`src/rtl/ula_pkg.sv`:
```
// Shared definitions for the sequential ULA: opcode map, flag bit positions,
// FSM state encoding and opcode classification.
package ula_pkg;

  localparam logic [3:0] OP_ADD  = 4'b0001;
  localparam logic [3:0] OP_SUB  = 4'b0010;
  localparam logic [3:0] OP_MUL  = 4'b0011;
  localparam logic [3:0] OP_DIV  = 4'b0100;
  localparam logic [3:0] OP_MOD  = 4'b0101;
  localparam logic [3:0] OP_AND  = 4'b0110;
  localparam logic [3:0] OP_OR   = 4'b0111;
  localparam logic [3:0] OP_XOR  = 4'b1000;
  localparam logic [3:0] OP_NOT  = 4'b1001;
  localparam logic [3:0] OP_NOR  = 4'b1010;
  localparam logic [3:0] OP_NAND = 4'b1011;
  localparam logic [3:0] OP_XNOR = 4'b1100;

  localparam int FLAG_Z = 0;
  localparam int FLAG_S = 1;
  localparam int FLAG_C = 2;
  localparam int FLAG_V = 3;

  typedef enum logic [1:0] {
    IDLE = 2'd0,
    BUSY = 2'd1,
    DONE = 2'd2
  } state_t;

  // Opcodes served by the iterative shift-based unit.
  function automatic logic is_multicycle(input logic [3:0] op);
    return (op == OP_MUL) || (op == OP_DIV) || (op == OP_MOD);
  endfunction

endpackage

```
`src/rtl/ula_seq_muldiv.sv`:
```
// Iterative unsigned shift-add multiplier and restoring divider sharing one
// WIDTH+1 adder and one 2*WIDTH shift register; one iteration per clock.
module ula_seq_muldiv #(
  parameter int WIDTH = 8
) (
  input  logic             clk,
  input  logic             rst_n,
  input  logic             start,
  input  logic             is_div,
  input  logic [WIDTH-1:0] a,
  input  logic [WIDTH-1:0] b,
  output logic [WIDTH-1:0] product_hi,
  output logic [WIDTH-1:0] product_lo,
  output logic [WIDTH-1:0] quotient,
  output logic [WIDTH-1:0] remainder,
  output logic             done
);

  localparam int CNT_W = $clog2(WIDTH) + 1;

  logic [2*WIDTH-1:0] sr_q;
  logic [2*WIDTH-1:0] sr_next;
  logic [WIDTH-1:0]   b_q;
  logic               is_div_q;
  logic [CNT_W-1:0]   cnt_q;
  logic [WIDTH:0]     add_x;
  logic [WIDTH:0]     add_y;
  logic [WIDTH:0]     add_sum;
  logic               add_cin;

  // The upper half is the accumulator (MUL) or partial remainder (DIV); the
  // lower half shifts out multiplier bits or shifts in quotient bits.
  always_comb begin
    if (is_div_q) begin
      add_x   = sr_q[2*WIDTH-1:WIDTH-1];
      add_y   = ~{1'b0, b_q};
      add_cin = 1'b1;
    end else begin
      add_x   = {1'b0, sr_q[2*WIDTH-1:WIDTH]};
      add_y   = sr_q[0] ? {1'b0, b_q} : '0;
      add_cin = 1'b0;
    end
    add_sum = add_x + add_y + {{WIDTH{1'b0}}, add_cin};

    if (!is_div_q)
      sr_next = {add_sum, sr_q[WIDTH-1:1]};
    else if (!add_sum[WIDTH])
      sr_next = {add_sum[WIDTH-1:0], sr_q[WIDTH-2:0], 1'b1};
    else
      sr_next = {sr_q[2*WIDTH-2:0], 1'b0};
  end

  // NOTE: state registers use non-blocking assignments so every flop samples
  // the pre-edge values, independent of statement order.
  always_ff @(posedge clk or negedge rst_n) begin
    if (!rst_n) begin
      sr_q     <= '0;
      b_q      <= '0;
      is_div_q <= 1'b0;
      cnt_q    <= '0;
    end else if (start) begin
      sr_q     <= {{WIDTH{1'b0}}, a};
      b_q      <= b;
      is_div_q <= is_div;
      cnt_q    <= CNT_W'(WIDTH);
    end else if (cnt_q != '0) begin
      sr_q  <= sr_next;
      cnt_q <= cnt_q - CNT_W'(1);
    end
  end

  // Outputs expose the value after the current iteration so the parent can
  // register the final answer on the same edge as the last step.
  assign done       = (cnt_q == CNT_W'(1));
  assign product_hi = sr_next[2*WIDTH-1:WIDTH];
  assign product_lo = sr_next[WIDTH-1:0];
  assign remainder  = sr_next[2*WIDTH-1:WIDTH];
  assign quotient   = sr_next[WIDTH-1:0];

endmodule

```
`src/rtl/ula_seq.sv`:
```
// Handshaked WIDTH-bit ULA: single-cycle add/sub/logic, iterative MUL/DIV/MOD,
// registered result and Z/S/C/V flags with valid/ready on both sides.
module ula_seq
  import ula_pkg::*;
#(
  parameter int WIDTH = 8
) (
  input  logic             clk,
  input  logic             rst_n,
  input  logic             in_valid,
  output logic             in_ready,
  input  logic [3:0]       ula_operation,
  input  logic [WIDTH-1:0] operand1,
  input  logic [WIDTH-1:0] operand2,
  output logic             out_valid,
  input  logic             out_ready,
  output logic [WIDTH-1:0] result,
  output logic [3:0]       flags
);

  state_t           state_q;
  logic [3:0]       op_q;

  logic [WIDTH:0]   add_sum;
  logic [WIDTH:0]   sub_diff;
  logic [WIDTH-1:0] alu_res;
  logic             alu_c;
  logic             alu_v;
  logic             alu_known;
  logic [3:0]       alu_flags;
  logic             div_zero;

  logic             md_start;
  logic [WIDTH-1:0] md_hi;
  logic [WIDTH-1:0] md_lo;
  logic [WIDTH-1:0] md_quo;
  logic [WIDTH-1:0] md_rem;
  logic             md_done;
  logic [WIDTH-1:0] mc_res;
  logic             mc_cv;
  logic [3:0]       mc_flags;

  assign add_sum  = {1'b0, operand1} + {1'b0, operand2};
  assign sub_diff = {1'b0, operand1} - {1'b0, operand2};
  assign div_zero = ((ula_operation == OP_DIV) || (ula_operation == OP_MOD)) &&
                    (operand2 == '0);

  // NOTE: every always_comb output gets a default first so no path through
  // the case statement can leave a signal unassigned and infer a latch.
  always_comb begin
    alu_res   = '0;
    alu_c     = 1'b0;
    alu_v     = 1'b0;
    alu_known = 1'b1;
    case (ula_operation)
      OP_ADD: begin
        alu_res = add_sum[WIDTH-1:0];
        alu_c   = add_sum[WIDTH];
        alu_v   = (operand1[WIDTH-1] == operand2[WIDTH-1]) &&
                  (alu_res[WIDTH-1] != operand1[WIDTH-1]);
      end
      OP_SUB: begin
        alu_res = sub_diff[WIDTH-1:0];
        alu_c   = sub_diff[WIDTH];
        alu_v   = (operand1[WIDTH-1] != operand2[WIDTH-1]) &&
                  (alu_res[WIDTH-1] != operand1[WIDTH-1]);
      end
      // Only reached on this path for a zero divisor: result 0 with carry set.
      OP_MUL, OP_DIV, OP_MOD: alu_c = 1'b1;
      OP_AND:  alu_res = operand1 & operand2;
      OP_OR:   alu_res = operand1 | operand2;
      OP_XOR:  alu_res = operand1 ^ operand2;
      OP_NOT:  alu_res = ~operand1;
      OP_NOR:  alu_res = ~(operand1 | operand2);
      OP_NAND: alu_res = ~(operand1 & operand2);
      OP_XNOR: alu_res = ~(operand1 ^ operand2);
      default: alu_known = 1'b0;
    endcase

    alu_flags         = '0;
    alu_flags[FLAG_Z] = alu_known && (alu_res == '0);
    alu_flags[FLAG_S] = alu_res[WIDTH-1];
    alu_flags[FLAG_C] = alu_c;
    alu_flags[FLAG_V] = alu_v;
  end

  assign md_start = (state_q == IDLE) && in_valid &&
                    is_multicycle(ula_operation) && !div_zero;

  ula_seq_muldiv #(.WIDTH(WIDTH)) u_muldiv (
    .clk        (clk),
    .rst_n      (rst_n),
    .start      (md_start),
    .is_div     (ula_operation != OP_MUL),
    .a          (operand1),
    .b          (operand2),
    .product_hi (md_hi),
    .product_lo (md_lo),
    .quotient   (md_quo),
    .remainder  (md_rem),
    .done       (md_done)
  );

  always_comb begin
    mc_res = md_quo;
    mc_cv  = 1'b0;
    case (op_q)
      OP_MUL: begin
        mc_res = md_lo;
        mc_cv  = |md_hi;
      end
      OP_MOD:  mc_res = md_rem;
      default: ;
    endcase

    mc_flags         = '0;
    mc_flags[FLAG_Z] = (mc_res == '0);
    mc_flags[FLAG_S] = mc_res[WIDTH-1];
    mc_flags[FLAG_C] = mc_cv;
    mc_flags[FLAG_V] = mc_cv;
  end

  always_ff @(posedge clk or negedge rst_n) begin
    if (!rst_n) begin
      state_q   <= IDLE;
      op_q      <= '0;
      in_ready  <= 1'b1;
      out_valid <= 1'b0;
      result    <= '0;
      flags     <= '0;
    end else begin
      case (state_q)
        IDLE: begin
          if (in_valid) begin
            op_q     <= ula_operation;
            in_ready <= 1'b0;
            if (md_start) begin
              state_q <= BUSY;
            end else begin
              result    <= alu_res;
              flags     <= alu_flags;
              out_valid <= 1'b1;
              state_q   <= DONE;
            end
          end
        end
        BUSY: begin
          if (md_done) begin
            result    <= mc_res;
            flags     <= mc_flags;
            out_valid <= 1'b1;
            state_q   <= DONE;
          end
        end
        DONE: begin
          if (out_ready) begin
            out_valid <= 1'b0;
            in_ready  <= 1'b1;
            state_q   <= IDLE;
          end
        end
        default: begin
          out_valid <= 1'b0;
          in_ready  <= 1'b1;
          state_q   <= IDLE;
        end
      endcase
    end
  end

endmodule

```
`config.mk`:
```
export PLATFORM = sky130hd
export DESIGN_NAME = ula_seq
export DESIGN_NICKNAME = d
export VERILOG_FILES = /design/src/rtl/ula_pkg.sv /design/src/rtl/ula_seq_muldiv.sv /design/src/rtl/ula_seq.sv
export SDC_FILE = /design/constraint.sdc
export NUM_CORES = 1
export LEC_CHECK = 0
export CAP_MARGIN = 30
export CORE_MARGIN = 10
export CORE_UTILIZATION = 57
export CTS_BUF_LIST = sky130_fd_sc_hd__clkbuf_8 sky130_fd_sc_hd__clkbuf_16
export CTS_CLUSTER_SIZE = 10
export DETAILED_ROUTE_END_ITERATION = 8
export PLACE_DENSITY = 0.76
export SYNTH_ARGS = -nofsm -noshare
export SYNTH_HDL_FRONTEND = slang
export SYNTH_SLANG_ARGS = --single-unit
```
`constraint.sdc`:
```
create_clock -name clk -period 7.15 [get_ports clk]
set_clock_uncertainty 0.2 [all_clocks]
set_input_delay 1.7875 -clock clk [delete_from_list [all_inputs] [get_ports clk]]
set_output_delay 1.7875 -clock clk [all_outputs]
set_load 0.05 [all_outputs]
```
==> Flow_metrics.wiki, run 1 <==
{| class="wikitable"
! Metric !! Value
|-
| Worst hold slack after final layout || 0.294 ns
|-
| Worst path max stage delay || 0.74 ns
|-
| Leftover overflow at the end of global routing || 0
|-
| Number of hold-slack violations in the final timing report || 0
|-
| Switching power as a share of total power || 53.9%
|-
| Antenna Cells || 0
|-
| Tightest slew margin relative to the limit || 37.9%
|-
| Rows || 33
|-
| Crit-path most repeated cell || sky130_fd_sc_hd__or4_1
|-
| Wl on met1 || 6280 um
|-
| Switching power || 1.52 mW
|-
| Syn avg cell area || 7.63 um^2
|-
| X dimension of the die || 112 um
|-
| Type of the worst setup path || in2reg
|-
| FF-to-FF path depth || 14
|-
| Worst slew pin tran || 0.908 ns
|-
| Fmax achieved || 168 MHz
|-
| Portion of the clock cycle consumed by the worst path in the final layout || 83.1%
|-
| Starting density of the core || 58.7%
|-
| Worst Setup Start Kind || input pin
|-
| # clock sinks || 48
|-
| Pin count of the biggest net entering global routing || 49
|-
| Post-CTS Setup Bufs || 0
|-
| Detailed route wirelength on metal2 || 6560 um
|-
| Number of unique standard cell types used by synthesis || 68
|-
| Most frequently used flop master after synthesis || sky130_fd_sc_hd__dfrtp_1
|-
| Proportion of power drawn by flip-flops and latches || 19.2%
|-
| Average detailed-routed wire length per instance || 19.2 um
|-
| Antenna-violating nets left || 0
|-
| Share of layout cells above drive strength 1 || 5.91%
|-
| Run status || finished clean
|-
| Chain of cells forming the critical path || clkdlybuf4s50_1 -> buf_4 -> nor2b_1 -> nand4_1 -> and3_1 -> or4_4 -> or4_1 -> or4_1 -> o41a_1 -> o41ai_1
|-
| Wire length reported by the detailed router || 14300 um
|-
| Via count of the first global-routing pass || 4480
|-
| Final design area excluding fillers || 5330 um^2
|-
| Required time at the worst-slack endpoint || 7.15 ns
|-
| Comb pwr share || 73.5%
|-
| DR iter-0 viols || 498
|-
| CTS hold repair buffers || 0
|-
| Global-route wire length before repair || 23300 um
|-
| Top routing layer used || met4
|-
| Flops & latches, synth || 48
|-
| Dpl hpwl || 11200 um
|-
| IO Pins || 38
|-
| Pleak || 2.26 nW
|-
| Clock-pin transition on the worst setup and hold timing paths || 0.10 ns
|-
| Number of pins exceeding their max-slew limit in the final report || 0
|-
| PortBufs || 37
|-
| Cell area after placement || 5210 um^2
|-
| Crit Path Max Fanout || 26
|-
| Area added between synthesis and finish || 10.1%
|-
| Leading cell type in the layout, fill and taps excluded || sky130_fd_sc_hd__nand2_1
|-
| Cell area after technology mapping || 4850 um^2
|-
| Total number of vias || 4907
|-
| DR vias/cell || 6.56
|-
| Buffer type at the clock tree root || sky130_fd_sc_hd__clkbuf_8
|-
| Finish-stage setup viols || 0
|-
| Internal power contribution || 1.30 mW
|-
| Cts bufs inserted || 5
|-
| Minimum clock period || 5.94 ns
|-
| Clock network fraction of total power || 7.3%
|-
| Slowest-stage cell, CP || sky130_fd_sc_hd__or4_4
|-
| Gpl congestion || 0.958
|-
| Worst min-delay path class || reg2reg
|-
| Arr. time, crit path || 5.94 ns
|-
| Setup ws final || 1.21 ns
|-
| Setup repair after global routing missed its margin || no
|-
| Global routing usage summed across all routing layers || 21.7%
|-
| FILL cells || 737
|-
| Power per standard cell area || 528 nW/um^2
|-
| NumNets Final || 703
|-
| Hold depth || 1
|-
| CTS tree || yes
|-
| Total of warnings raised by yosys || 0
|-
| H-Tree Level Count || 2
|-
| Floorplan core area || 8260 um^2
|-
| Insertion delay of the later-clocked pin in the worst-skew pair || 0.31 ns
|-
| Clock tree buffer depth || 2
|-
| Synthesized instance count || 635
|-
| Number of antenna violations at the first check in global routing || 0
|-
| Sum Neg Setup Slack || 0 ns
|-
| Synthesized net count || 696
|-
| Type of destination of the critical path || flop
|-
| Fraction of registers with async set/reset || 100%
|-
| Count of max-cap constraint violations || 0
|-
| Met3 WL post-DR || 1130 um
|-
| Floorplan die area || 12600 um^2
|-
| Resized Gates After CTS || 0
|-
| DRC || 0
|-
| Worst ir drop on vdd || 286 uV
|-
| Dpl ws || 0.982 ns
|-
| Portion of the post-synthesis area used by sequential elements || 24.8%
|-
| EDFF count, synth || 0
|-
| Vert. Die Dim || 112 um
|-
| Top library cells by usage in the layout, fill and taps aside || sky130_fd_sc_hd__nand2_1 (68), sky130_fd_sc_hd__o21ai_0 (60), sky130_fd_sc_hd__nor2_1 (54)
|-
| First drt pass iteration count || 7
|}
[worst paths after layout]
path	slack (ns)	from	to
setup / recovery	1.21	ula_operation[2]	flags[0]
hold / removal	0.29	result[1]	result[1]
setup reg to reg	1.75	u_muldiv.sr_q[0]	flags[0]
hold reg to reg	0.29	result[1]	result[1]
max in group asynchronous	4.97	rst_n	u_muldiv.b_q[7]
min in group asynchronous	1.36	rst_n	u_muldiv.sr_q[15]
[worst max-delay path, delay by kind of cell]
family,cells,cell delay [ns]
simple gates,6,3.03
buf+inv,2,0.73
compound gates,2,0.39
[through the flow]
stage,cells,total power [mW],utilization [%]
floorplan,635,2.04,-
global placement,738,2.51,63.0
detailed placement,739,2.57,63.1
CTS,747,2.78,64.5
global route,748,3.05,64.6
finish,748,2.82,64.6
[layer usage]
| metal | vias up | global-route usage (%) |
|---|---|---|
| li1 | 2341 | - |
| met1 | 2297 | 28.5 |
| met2 | 237 | 35.1 |
| met3 | 32 | 4.05 |
| met4 | 0 | 7.02 |
| met5 | - | 0 |
[logic make-up after synthesis]
| family | count (synthesis) | synth area share, % |
|---|---|---|
| flip-flops | 48 | 24.8 |
| AO/OA/AOI/OAI | 211 | 28.4 |
| adder cells (fa/ha/maj) | 37 | 10.2 |
| XOR/XNOR | 11 | 1.99 |
| buffers and inverters | 82 | 6.69 |
| multiplexers | 25 | 5.73 |
| AND/OR/NAND/NOR | 221 | 22.2 |
[registers in the layout (all words and copies together), names as in the netlist]
register	cells
op_q	4
in_ready	1
u_muldiv.is_div_q	1
state_q	2
result	7
u_muldiv.b_q	8
flags	4
u_muldiv.sr_q	16
u_muldiv.cnt_q	4
out_valid	1
[power by group through the flow]
stage	combinational, mW	sequential, mW	clock, mW
after global routing	2.27	0.560	0.218
after CTS	2.03	0.538	0.207
after global placement	1.98	0.536	0
after detailed placement	2.03	0.544	0
final	2.07	0.542	0.206
after floorplan	1.44	0.601	0
[synthesized netlist by cell type (5+ instances only)]
cell type / number / area [um^2]
sky130_fd_sc_hd__a221oi_1: 5 / 43.8
sky130_fd_sc_hd__nor3_1: 18 / 90.1
sky130_fd_sc_hd__o221ai_1: 5 / 43.8
sky130_fd_sc_hd__nand3_1: 19 / 95.1
sky130_fd_sc_hd__a21o_1: 5 / 37.5
sky130_fd_sc_hd__o22ai_1: 9 / 56.3
sky130_fd_sc_hd__o21ai_0: 60 / 300
sky130_fd_sc_hd__a21oi_1: 45 / 225
sky130_fd_sc_hd__mux2i_1: 12 / 120
sky130_fd_sc_hd__buf_1: 5 / 18.8
sky130_fd_sc_hd__a221o_1: 6 / 60.1
sky130_fd_sc_hd__o211ai_1: 10 / 75.1
sky130_fd_sc_hd__nand2_1: 68 / 255
sky130_fd_sc_hd__nor2b_1: 13 / 81.3
sky130_fd_sc_hd__inv_1: 37 / 139
sky130_fd_sc_hd__xnor2_1: 8 / 70.1
sky130_fd_sc_hd__nand3b_1: 6 / 45.0
sky130_fd_sc_hd__nand2b_1: 12 / 75.1
sky130_fd_sc_hd__a32oi_1: 5 / 43.8
sky130_fd_sc_hd__mux2_2: 12 / 135
sky130_fd_sc_hd__ha_1: 33 / 413
sky130_fd_sc_hd__clkbuf_1: 36 / 135
sky130_fd_sc_hd__nor2_1: 54 / 203
sky130_fd_sc_hd__a31oi_1: 10 / 62.6
sky130_fd_sc_hd__dfrtp_1: 47 / 1180
sky130_fd_sc_hd__o31ai_1: 5 / 37.5
sky130_fd_sc_hd__a211oi_1: 11 / 82.6
[cell type report]
class	count	area, um^2	area share (%)
inverter	37	139	2.60
tap	105	131	2.46
sequential	48	1200	22.5
timing repair buffer	45	427	8.00
clock inverter	3	46.3	0.868
multi-input combinational	505	3320	62.2
clock buffer	5	68.8	1.29
Power figures use the tool's default switching activity.
==> run 2, diff against run 1 <==
--- a/config.mk
+++ b/config.mk
@@ -7,7 +7,7 @@
 export LEC_CHECK = 0
 export CAP_MARGIN = 30
 export CORE_MARGIN = 10
-export CORE_UTILIZATION = 57
+export CORE_UTILIZATION = 54
 export CTS_BUF_LIST = sky130_fd_sc_hd__clkbuf_8 sky130_fd_sc_hd__clkbuf_16
 export CTS_CLUSTER_SIZE = 10
 export DETAILED_ROUTE_END_ITERATION = 8
==> constraint.sdc (replaced) <==
create_clock -name clk -period 4.8 [get_ports clk]
set_clock_uncertainty 0.2 [all_clocks]
set_input_delay 1.2 -clock clk [delete_from_list [all_inputs] [get_ports clk]]
set_output_delay 1.2 -clock clk [all_outputs]
set_load 0.05 [all_outputs]
==> Flow_metrics.wiki, run 2 (synthesized netlist as in run 1, its figures left out) <==
{| class="wikitable"
! Metric !! Value
|-
| Finish-stage setup viols || 0 (unchanged)
|-
| PortBufs || 37 (unchanged)
|-
| Post-CTS Setup Bufs || 0 (unchanged)
|-
| Antenna Cells || 0 (unchanged)
|-
| Crit Path Max Fanout || 7 (-73%)
|-
| Worst path max stage delay || 0.65 ns (-0.09 ns)
|-
| Top library cells by usage in the layout, fill and taps aside || sky130_fd_sc_hd__nand2_1 (68), sky130_fd_sc_hd__o21ai_0 (60), sky130_fd_sc_hd__nor2_1 (54)
|-
| Clock tree buffer depth || 2 (unchanged)
|-
| Arr. time, crit path || 4.60 ns (-1.34 ns)
|-
| Average detailed-routed wire length per instance || 19.4 um (+1.3%)
|-
| H-Tree Level Count || 2 (unchanged)
|-
| Via count of the first global-routing pass || 4606 (+2.8%)
|-
| Tightest slew margin relative to the limit || 42.0% (+4.1 points)
|-
| X dimension of the die || 115 um (+2.3%)
|-
| Count of max-cap constraint violations || 0 (unchanged)
|-
| Number of pins exceeding their max-slew limit in the final report || 0 (unchanged)
|-
| IO Pins || 38 (unchanged)
|-
| Type of destination of the critical path || flop
|-
| Overall Power || 4.37 mW (+55%)
|-
| Setup ws final || 0.205 ns (-1.00 ns)
|-
| Number of hold-slack violations in the final timing report || 0 (unchanged)
|-
| Cts bufs inserted || 5 (unchanged)
|-
| Buffer type at the clock tree root || sky130_fd_sc_hd__clkbuf_8
|-
| Minimum clock period || 4.59 ns
|-
| Portion of the clock cycle consumed by the worst path in the final layout || 95.7%
|-
| Area of the multi-input gates || 3330 um^2 (+0.34%)
|-
| Pin count of the biggest net entering global routing || 30 (-39%)
|-
| DR iter-0 viols || 565 (+13%)
|-
| Insertion delay of the later-clocked pin in the worst-skew pair || 0.30 ns (about the same)
|-
| Antenna-violating nets left || 0 (unchanged)
|-
| Worst min-delay path class || reg2reg
|-
| Type of the worst setup path || reg2reg
|-
| Leading cell type in the layout, fill and taps excluded || sky130_fd_sc_hd__nand2_1
|-
| Run status || finished clean
|-
| Rows || 34 (+3.0%)
|-
| Fmax achieved || 218 MHz
|-
| Pleak || 2.35 nW (+4.0%)
|-
| Global-route wire length before repair || 23700 um (+1.7%)
|-
| Floorplan core area || 8720 um^2 (+5.6%)
|-
| Leftover overflow at the end of global routing || 0 (unchanged)
|-
| Final core utilization || 62.9% (-1.7 points)
|-
| Global routing usage summed across all routing layers || 21.9% (+0.20 points)
|-
| Share of layout cells above drive strength 1 || 8.64% (+2.7 points)
|-
| FILL cells || 791 (+7.3%)
|-
| NumNets Final || 720 (+2.4%)
|-
| Sum Neg Setup Slack || 0 ns (unchanged)
|-
| Total number of vias || 5050 (+2.9%)
|-
| First drt pass iteration count || 6 (-1)
|-
| Wire length reported by the detailed router || 14900 um (+4.0%)
|-
| Worst ir drop on vdd || 467 uV (+64%)
|-
| Largest registers || u_muldiv.sr_q x16, u_muldiv.b_q x8, result x7
|-
| Setup repair after global routing missed its margin || no
|-
| Dpl ws || 0.125 ns (-0.857 ns)
|-
| Vert. Die Dim || 115 um (+2.3%)
|-
| Area added between synthesis and finish || 13.2%
|-
| Gpl congestion || 0.958 (about the same)
|-
| Worst slew pin tran || 0.864 ns (-0.0439 ns)
|-
| DRC || 0 (unchanged)
|-
| Number of antenna violations at the first check in global routing || 0 (unchanged)
|-
| Flip-flop count of the largest register, all copies and words added || 16 (unchanged)
|-
| DR vias/cell || 6.58 (+0.23%)
|-
| Floorplan die area || 13200 um^2 (+4.6%)
|-
| Chain of cells forming the critical path || nor2b_1 -> buf_4 -> nand2_1 -> o21ai_0 -> inv_1 -> fa_1 -> nand2b_1 -> a211oi_2 -> mux2_2 -> a221oi_2 -> a21oi_1 -> a311o_1 -> or4b_2 -> o41ai_1
|-
| Slowest-stage cell, CP || sky130_fd_sc_hd__or4b_2
|-
| CTS tree || yes
|-
| # clock sinks || 48 (unchanged)
|-
| Sequential cell area || 1200 um^2 (unchanged)
|-
| Power per standard cell area || 797 nW/um^2 (+51%)
|-
| Worst Setup Start Kind || flop
|-
| Dpl hpwl || 11600 um (+4.0%)
|-
| Most flop-heavy register || u_muldiv.sr_q
|-
| Clock-pin transition on the worst setup and hold timing paths || 0.10 ns (about the same)
|-
| Required time at the worst-slack endpoint || 4.80 ns (-2.35 ns)
|-
| Starting density of the core || 55.6% (-3.1 points)
|}
run 2: cell types whose count changed in the layout (fill, tap and decap cells not counted), sizes merged:
cell | before | now
inv | 38 | 37
clkinv | 0 | 1
clkdlybuf4s15 | 1 | 0
buf | 8 | 26
run 2: cell type report:
type / count / area share (%)
Multi-Input combinational cell: 505 / 60.7
Sequential cell: 48 / 21.9
Timing Repair Buffer: 62 / 10.3
Inverter: 37 / 2.53
Tap cell: 108 / 2.46
Clock buffer: 5 / 1.25
Clock inverter: 3 / 0.776
run 2: final timing paths:
kind,cells past startpoint,endpoint,start,slack [ns]
max,14,flags[0],u_muldiv.sr_q[0],0.21
min,2,result[0],result[0],0.28
max in group asynchronous,2,in_ready,rst_n,3.13
min in group asynchronous,1,u_muldiv.sr_q[13],rst_n,0.67
max reg2reg,14,flags[0],u_muldiv.sr_q[0],0.21
min reg2reg,2,result[0],result[0],0.28
run 2: repair_timing:
action | in CTS | in global routing
gates resized for setup | 0 | 1
setup endpoints to repair | 0 | 3
hold buffers | 0 | 0
run 2: stage by stage:
stage	std cells	instance area, um^2	hold slack (ns)
2_1_floorplan	635	4850	0.266
3_3_place_gp	759	5350	0.262
3_5_place_dp	760	5370	0.270
4_1_cts	768	5480	0.290
5_1_grt	768	5480	0.313
6_report	768	5480	0.283
run 2: metal layers:
metal	wire length, um	vias to the layer above	GRT usage (%)	share of wire (%)
li1	-	2369	-	-
met1	6330	2369	29.3	42
met2	6860	272	35.7	46
met3	1320	40	3.59	8.9
met4	408	0	6.35	2.7
met5	0	-	0	0
run 2: power by group:
part / total (mW) / switching (mW) / leakage [nW] / internal (mW)
registers: 0.804 / 0.188 / 0.584 / 0.616
clock network: 0.302 / 0.147 / 0.0541 / 0.154
logic: 3.26 / 2.00 / 1.72 / 1.26
run 2: worst max-delay path, delay by kind of cell (launching register included):
| family | cells | cell delay [ns] |
|---|---|---|
| muxes | 1 | 0.43 |
| and+or+nand+nor | 4 | 1.17 |
| AOI/OAI and AO/OA | 6 | 1.47 |
| buffers and inverters | 2 | 0.30 |
| DFF | 1 | 0.43 |
| adders and majority gates | 1 | 0.49 |
